[src/rtl/issue_scheduler_pkg.sv]
// Shared constants and helpers for the instruction-queue issue scheduler.
// Opcode classes decide which reservation target (RS or LSB) gates issue.
package issue_scheduler_pkg;

  localparam int         IQ_LOG_DEF = 4;
  localparam logic [6:0] OPC_LOAD   = 7'b0000011;
  localparam logic [6:0] OPC_STORE  = 7'b0100011;

  typedef enum logic [1:0] {
    STALL_NONE,
    STALL_ROB,
    STALL_RS,
    STALL_LSB
  } stall_cause_e;

  function automatic logic is_mem_op(input logic [31:0] inst);
    return (inst[6:0] == OPC_LOAD) || (inst[6:0] == OPC_STORE);
  endfunction

endpackage

[src/rtl/issue_scheduler_if.sv]
// Fetch, issue-target and performance-counter signals of the issue scheduler.
// master drives fetch/flags (fetch + backend side), slave is the scheduler.
interface issue_scheduler_if;
  logic        rdy;
  logic        rollback;
  logic        if_valid;
  logic [31:0] if_inst;
  logic [31:0] if_pc;
  logic        iq_full;
  logic        rob_full;
  logic        rs_full;
  logic        lsb_full;
  logic        inst_valid;
  logic [31:0] inst_to_issue;
  logic [31:0] pc_to_issue;
  logic [31:0] stall_rob_cnt;
  logic [31:0] stall_rs_cnt;
  logic [31:0] stall_lsb_cnt;

  modport master (
    output rdy, rollback, if_valid, if_inst, if_pc, rob_full, rs_full, lsb_full,
    input  iq_full, inst_valid, inst_to_issue, pc_to_issue,
           stall_rob_cnt, stall_rs_cnt, stall_lsb_cnt
  );

  modport slave (
    input  rdy, rollback, if_valid, if_inst, if_pc, rob_full, rs_full, lsb_full,
    output iq_full, inst_valid, inst_to_issue, pc_to_issue,
           stall_rob_cnt, stall_rs_cnt, stall_lsb_cnt
  );
endinterface

[src/rtl/issue_scheduler_iq_fifo.sv]
// Circular instruction/PC queue with push, pop and flush.
// Almost-full asserts one entry early so an in-flight fetch still fits.
module iq_fifo #(
  parameter int IQ_LOG = 4
) (
  input  logic        clk,
  input  logic        rst,
  input  logic        i_push,
  input  logic        i_pop,
  input  logic        i_flush,
  input  logic [31:0] i_inst,
  input  logic [31:0] i_pc,
  output logic [31:0] o_head_inst,
  output logic [31:0] o_head_pc,
  output logic        o_empty,
  output logic        o_almost_full
);
  localparam int              DEPTH   = 1 << IQ_LOG;
  localparam logic [IQ_LOG:0] DEPTH_C = (IQ_LOG+1)'(DEPTH);

  logic [31:0]       r_inst_q [DEPTH];
  logic [31:0]       r_pc_q   [DEPTH];
  logic [IQ_LOG-1:0] r_head;
  logic [IQ_LOG-1:0] r_tail;
  logic [IQ_LOG:0]   r_count;
  logic              w_push_ok;
  logic              w_pop_ok;

  assign o_empty       = (r_count == '0);
  assign o_almost_full = (r_count >= DEPTH_C - 1'b1);
  assign w_push_ok     = i_push & ~i_flush & (r_count < DEPTH_C);
  assign w_pop_ok      = i_pop & ~i_flush & ~o_empty;
  assign o_head_inst   = o_empty ? 32'd0 : r_inst_q[r_head];
  assign o_head_pc     = o_empty ? 32'd0 : r_pc_q[r_head];

  always_ff @(posedge clk) begin
    if (rst || i_flush) begin
      r_head  <= '0;
      r_tail  <= '0;
      r_count <= '0;
    end else begin
      if (w_pop_ok)  r_head <= r_head + 1'b1;
      if (w_push_ok) r_tail <= r_tail + 1'b1;
      r_count <= r_count + (IQ_LOG+1)'(w_push_ok) - (IQ_LOG+1)'(w_pop_ok);
    end
  end

  // Storage needs no reset; the head mux hides stale entries while empty.
  always_ff @(posedge clk) begin
    if (!rst && w_push_ok) begin
      r_inst_q[r_tail] <= i_inst;
      r_pc_q[r_tail]   <= i_pc;
    end
  end

endmodule

[src/rtl/issue_scheduler.sv]
// Issue gating on top of the instruction queue: class decode, ROB/RS/LSB
// space check, rollback flush and saturating per-cause stall counters.
module issue_scheduler
  import issue_scheduler_pkg::*;
#(
  parameter int IQ_LOG = IQ_LOG_DEF
) (
  input logic               clk,
  input logic               rst,
  issue_scheduler_if.slave  bus
);
  logic [31:0]  w_head_inst;
  logic [31:0]  w_head_pc;
  logic         w_empty;
  logic         w_almost_full;
  logic         w_active;
  logic         w_is_mem;
  logic         w_issue;
  stall_cause_e w_cause;
  logic [31:0]  r_stall_rob;
  logic [31:0]  r_stall_rs;
  logic [31:0]  r_stall_lsb;

  iq_fifo #(.IQ_LOG(IQ_LOG)) u_iq_fifo (
    .clk           (clk),
    .rst           (rst),
    .i_push        (w_active & bus.if_valid),
    .i_pop         (w_issue),
    .i_flush       (bus.rdy & bus.rollback),
    .i_inst        (bus.if_inst),
    .i_pc          (bus.if_pc),
    .o_head_inst   (w_head_inst),
    .o_head_pc     (w_head_pc),
    .o_empty       (w_empty),
    .o_almost_full (w_almost_full)
  );

  assign w_active = bus.rdy & ~bus.rollback;
  assign w_is_mem = is_mem_op(w_head_inst);
  assign w_issue  = w_active & ~w_empty & ~bus.rob_full &
                    (w_is_mem ? ~bus.lsb_full : ~bus.rs_full);

  always_comb begin
    w_cause = STALL_NONE;
    if (w_active && !w_empty && !w_issue) begin
      if (bus.rob_full)  w_cause = STALL_ROB;
      else if (w_is_mem) w_cause = STALL_LSB;
      else               w_cause = STALL_RS;
    end
  end

  // Counters survive rollback so stall totals span a whole run.
  always_ff @(posedge clk) begin
    if (rst) begin
      r_stall_rob <= '0;
      r_stall_rs  <= '0;
      r_stall_lsb <= '0;
    end else begin
      unique case (w_cause)
        STALL_ROB: if (r_stall_rob != '1) r_stall_rob <= r_stall_rob + 32'd1;
        STALL_RS:  if (r_stall_rs  != '1) r_stall_rs  <= r_stall_rs  + 32'd1;
        STALL_LSB: if (r_stall_lsb != '1) r_stall_lsb <= r_stall_lsb + 32'd1;
        default: ;
      endcase
    end
  end

  assign bus.iq_full       = w_almost_full;
  assign bus.inst_valid    = w_issue;
  assign bus.inst_to_issue = w_head_inst;
  assign bus.pc_to_issue   = w_head_pc;
  assign bus.stall_rob_cnt = r_stall_rob;
  assign bus.stall_rs_cnt  = r_stall_rs;
  assign bus.stall_lsb_cnt = r_stall_lsb;

endmodule

[src/flat_wrapper.sv]
// flat-port wrapper written by rule: the top's interface ports become plain ports
module issue_scheduler_flat import issue_scheduler_pkg::*;
#(
  parameter int IQ_LOG = IQ_LOG_DEF
)
  (clk, rst, bus_rdy, bus_rollback, bus_if_valid, bus_if_inst, bus_if_pc, bus_rob_full, bus_rs_full, bus_lsb_full, bus_iq_full, bus_inst_valid, bus_inst_to_issue, bus_pc_to_issue, bus_stall_rob_cnt, bus_stall_rs_cnt, bus_stall_lsb_cnt);
  issue_scheduler_if bus_i ();
  input logic clk;
  input logic rst;
  input wire logic [$bits(bus_i.rdy)-1:0] bus_rdy;
  input wire logic [$bits(bus_i.rollback)-1:0] bus_rollback;
  input wire logic [$bits(bus_i.if_valid)-1:0] bus_if_valid;
  input wire logic [$bits(bus_i.if_inst)-1:0] bus_if_inst;
  input wire logic [$bits(bus_i.if_pc)-1:0] bus_if_pc;
  input wire logic [$bits(bus_i.rob_full)-1:0] bus_rob_full;
  input wire logic [$bits(bus_i.rs_full)-1:0] bus_rs_full;
  input wire logic [$bits(bus_i.lsb_full)-1:0] bus_lsb_full;
  output wire logic [$bits(bus_i.iq_full)-1:0] bus_iq_full;
  output wire logic [$bits(bus_i.inst_valid)-1:0] bus_inst_valid;
  output wire logic [$bits(bus_i.inst_to_issue)-1:0] bus_inst_to_issue;
  output wire logic [$bits(bus_i.pc_to_issue)-1:0] bus_pc_to_issue;
  output wire logic [$bits(bus_i.stall_rob_cnt)-1:0] bus_stall_rob_cnt;
  output wire logic [$bits(bus_i.stall_rs_cnt)-1:0] bus_stall_rs_cnt;
  output wire logic [$bits(bus_i.stall_lsb_cnt)-1:0] bus_stall_lsb_cnt;
  assign bus_i.rdy = bus_rdy;
  assign bus_i.rollback = bus_rollback;
  assign bus_i.if_valid = bus_if_valid;
  assign bus_i.if_inst = bus_if_inst;
  assign bus_i.if_pc = bus_if_pc;
  assign bus_i.rob_full = bus_rob_full;
  assign bus_i.rs_full = bus_rs_full;
  assign bus_i.lsb_full = bus_lsb_full;
  assign bus_iq_full = bus_i.iq_full;
  assign bus_inst_valid = bus_i.inst_valid;
  assign bus_inst_to_issue = bus_i.inst_to_issue;
  assign bus_pc_to_issue = bus_i.pc_to_issue;
  assign bus_stall_rob_cnt = bus_i.stall_rob_cnt;
  assign bus_stall_rs_cnt = bus_i.stall_rs_cnt;
  assign bus_stall_lsb_cnt = bus_i.stall_lsb_cnt;
  issue_scheduler #(.IQ_LOG(IQ_LOG)) u_core (.clk(clk), .rst(rst), .bus(bus_i));
endmodule
[config.mk]
export PLATFORM = sky130hd
export DESIGN_NAME = issue_scheduler_flat
export DESIGN_NICKNAME = d
export VERILOG_FILES = /design/src/rtl/issue_scheduler_pkg.sv /design/src/rtl/issue_scheduler_if.sv /design/src/rtl/issue_scheduler_iq_fifo.sv /design/src/rtl/issue_scheduler.sv /design/src/flat_wrapper.sv
export SDC_FILE = /design/constraint.sdc
export NUM_CORES = 1
export LEC_CHECK = 0
export CAP_MARGIN = 20
export CORE_ASPECT_RATIO = 0.7
export CORE_MARGIN = 2
export CORE_UTILIZATION = 57
export DETAILED_ROUTE_END_ITERATION = 12
export GPL_TIMING_DRIVEN = 0
export PLACE_DENSITY = 0.81
export SKIP_CTS_REPAIR_TIMING = 1
export SYNTH_ARGS = -nofsm -noshare
export SYNTH_HDL_FRONTEND = slang
export SYNTH_HIERARCHICAL = 1
export SYNTH_SLANG_ARGS = --single-unit
[constraint.sdc]
create_clock -name clk -period 9.5 [get_ports clk]
set_input_delay 1.9 -clock clk [delete_from_list [all_inputs] [get_ports clk]]
set_output_delay 1.9 -clock clk [all_outputs]
set_load 0.02 [all_outputs]
==> results of run 1 <==
## synth_stat cells (7+ instances only)
library cell	number
a21oi_1	62
a22oi_1	66
a22oi_2	60
and3_1	7
and4_1	11
buf_2	44
buf_6	11
clkbuf_1	61
dfxtp_1	113
edfxtp_1	1024
ha_1	17
inv_1	29
mux2_2	12
mux4_2	254
nand2_1	103
nand3_1	33
nand4_1	26
nor2_1	71
nor2b_1	11
nor3_1	15
nor4_1	17
o21ai_0	35
o31ai_1	27
or3_1	34
or4_1	26
xnor2_1	23
xor2_1	7
## worst min-delay path, cell delays in order, from the launching register on
cell and delay (ns):
dfxtp_1 0.34, o41ai_1 0.07, a21oi_1 0.06
## power by group
part | internal [W] | switching, W
combinational | 0.0000730 | 0.000149
sequential | 0.00545 | 0.00000244
clock | 0.00205 | 0.00178
total | 0.00758 | 0.00193
## per-layer routing
| metal | track usage (%) | routed length (um) | up-vias |
|---|---|---|---|
| li1 | - | - | 10200 |
| met1 | 41.3 | 43800 | 13100 |
| met2 | 45.3 | 55000 | 1647 |
| met3 | 7.28 | 12900 | 244 |
| met4 | 6.96 | 2550 | 14 |
| met5 | 0 | 84 | - |
## logic make-up (layout without fill, tap and decap cells)
kind of cell	after synthesis	after routing
flops	1137	1137
other cells	0	2
compound gates	281	281
mux	271	271
xor+xnor	30	30
simple gates	385	385
fa+ha+maj	18	18
buf+inv	152	644
## state kept, by name, indices dropped and copies added, names as in the netlist, named ones only
register	count
u_core/u_iq_fifo/r_inst_q	512
u_core/u_iq_fifo/r_pc_q	512
u_core/bus.stall_lsb_cnt	32
u_core/bus.stall_rob_cnt	32
u_core/bus.stall_rs_cnt	32
u_core/u_iq_fifo/r_count	5
u_core/u_iq_fifo/r_head	4
u_core/u_iq_fifo/r_tail	4
## metrics by stage
step	util, %	setup WS (ns)	hold WS [ns]	cells	setup TNS [ns]
2_1_floorplan	-	1.74	0.455	2274	0
3_3_place_gp	62.3	-4.30	0.478	3551	-1432.20
3_5_place_dp	64.1	2.63	0.497	3623	0
4_1_cts	68.1	1.87	0.508	3810	0
5_1_grt	68.1	1.80	0.536	3811	0
6_report	68.1	1.92	0.513	3812	0
## area by class of cell
class / count / area [um2] / share of cell area, %
Buffer: 122 / 599 / 1.14
Multi-Input combinational cell: 985 / 10700 / 20.5
Tap cell: 1044 / 1310 / 2.49
Timing Repair Buffer: 305 / 3610 / 6.88
Sequential cell: 1137 / 33000 / 62.9
Clock inverter: 57 / 338 / 0.644
Inverter: 30 / 114 / 0.217
Antenna cell: 2 / 5.00 / 0.00954
Clock buffer: 130 / 2720 / 5.19
## worst max-delay path by stage
| stage | to | slack (ns) | depth (start not counted) |
|---|---|---|---|
| 2_1_floorplan | u_core/u_iq_fifo/r_inst_q[3][0] | 1.74 | 6 |
| 3_3_place_gp | u_core/u_iq_fifo/r_inst_q[3][11] | -4.30 | 7 |
| 3_5_place_dp | bus_inst_valid | 2.63 | 11 |
| 4_1_cts | bus_inst_valid | 1.87 | 11 |
| 5_1_grt | bus_inst_valid | 1.80 | 11 |
| 6_report | bus_inst_valid | 1.92 | 11 |
==> results.yml, run 1 <==
setup_path:
  critPathMaxFanout: 10
  endpoint_kind: "output port"
  rrSetupSlack_ns: 3.13
  start_kind: "register"
  critPathArrivalTime_ns: 5.68
  critPathSlowestCell: "clkbuf_1"
  worstRegToRegCells: 21
  crit_chain: "clkbuf_1, clkbuf_1, mux4_2, a22oi_1, nand2_1, or4_1, buf_2, o21ai_0, o31ai_1, nor2_1, clkdlybuf4s50_1"
  critPathTopFamily: "buffers and inverters"
  r2r-end: "u_core/u_iq_fifo/r_count[4]"
  timing_worst_setup_path_type: "reg2out"
  worst-path-buf-inv: 4
  crit_top_cell: "clkbuf_1"
  cp.required_ns: 7.60
  max_stage_delay_ns: 0.75
logic_synthesis:
  synth-simple-area-share_pct: 4.59
  syn_area_mm2: 0.0444
  synth_mux_area_share_pct: 13.3
  synth_seq_cells: 1137
  synth_area_leaders: "edfxtp_1 (69%), mux4_2 (13%), dfxtp_1 (5.1%), a22oi_2 (1.7%), a22oi_1 (1.1%)"
  synth_edf_count: 1024
  yosysTopAreaCellShare_pct: 69.3
  synth_ff_type: "edfxtp_1"
  synth_fa_ha_area_share_pct: 0.525
  synth_cell_types: 61
  seq_area_frac_synth_pct: 74.4
  yosysTopAreaCell: "edfxtp_1"
  netlist_instances: 2274
  yosys_warnings: 6
  synth_top_family_by_area: "multiplexers"
  synth.net_count: 2364
  syn_area_per_cell_um2: 19.5
  synthArstFlopShare_pct: 0
  synth_xor_xnor_area_share_pct: 0.592
  synth_compound_area_share_pct: 4.94
power_and_ir_drop:
  p_per_area_mw_per_mm2: 181
  ir_worst_vdd_mv: 0.176
  p_leak_nw: 16.0
  power_w: 0.00951
flow_run:
  max_cap_violations: 0
clock_network:
  clkTransAtPathRegs_ns: 0.07
  numClockSinks: 1137
  insertion_delay_ns: 0.69
  cts_tree: "built"
  htreeDepth: 3
  cts_buffers: 101
  root_buffer: "clkbuf_16"
  cts_buffer_depth: 3
global_routing:
  antenna_found_initial: 11
  grt_usage_pct: 28.8
  grt_pass1_vias: 25200
  grt_pass1_wl_um: 167000
  grt_max_degree: 24
  grt-ovfl-total: 0
die:
  die_x_um: 337
  initial_core_util_pct: 57.6
  dieArea_mm2: 0.0801
  fp-row-count: 85
  dieHeight_um: 237
  io_pins: 234
  core_mm2: 0.0770
sta:
  min_period_ns: 7.58
  fmax_mhz: 132
  relSlewSlack_pct: 25.8
  slew_violations: 0
  period_share_pct: 79.7
  hold_viol_final: 0
  rsz0062_at_grt: "false"
  worst_pin_slew_ns: 1.10
  clock-skew-final_ns: 0.0301
  finalSetupViolations: 0
final_layout:
  syn_to_final_growth_pct: 18.2
  final_area_mm2: 0.0524
  final_common_cell: "edfxtp_1"
  fillCellCount: 4714
  mostFrequentLayoutCells: "edfxtp_1 (1024), mux4_2 (254), clkdlybuf4s50_1 (233)"
  fin_nets: 2772
  drive_gt1_share_pct: 22.8
route:
  drt-wirelength-per-cell_um: 30.0
  ant_nets: 0
  drcViolationCount: 0
  routed_via_density: 6.62
  num_vias: 25200
  wirelength_um: 114000
  drt_pass1_iterations: 6
  drt_iter0_markers: 3394
place:
  port_buffers: 233
  gp_congestion: 0.862
  placed_cell_area_mm2: 0.0494
  dp_hpwl_um: 73700
run_status:
  status: "finished, final reports clean"
worst_hold_path:
  hp-class: "reg2reg"
  min_to: "u_core/bus.stall_rob_cnt[23]"
  min_from: "u_core/bus.stall_rob_cnt[23]"
  hold_depth: 2
No activity file was read; power rests on OpenSTA's default activity.
==> run 2, diff against run 1 <==
==> constraint.sdc (replaced) <==
create_clock -name clk -period 7.4 [get_ports clk]
set_input_delay 1.48 -clock clk [delete_from_list [all_inputs] [get_ports clk]]
set_output_delay 1.48 -clock clk [all_outputs]
set_load 0.02 [all_outputs]
==> results of run 2 <==
The final DEF is identical to that of run 1. Status: finished, final reports clean.
Among the figures that moved: setup slack after placement 2.63 ns -> 0.946 ns; setup slack after layout 1.92 ns -> 0.244 ns; register-to-register setup slack 3.13 ns -> 1.03 ns; total power 0.00951 W -> 0.0122 W; worst IR drop on VDD 0.176 mV -> 0.225 mV
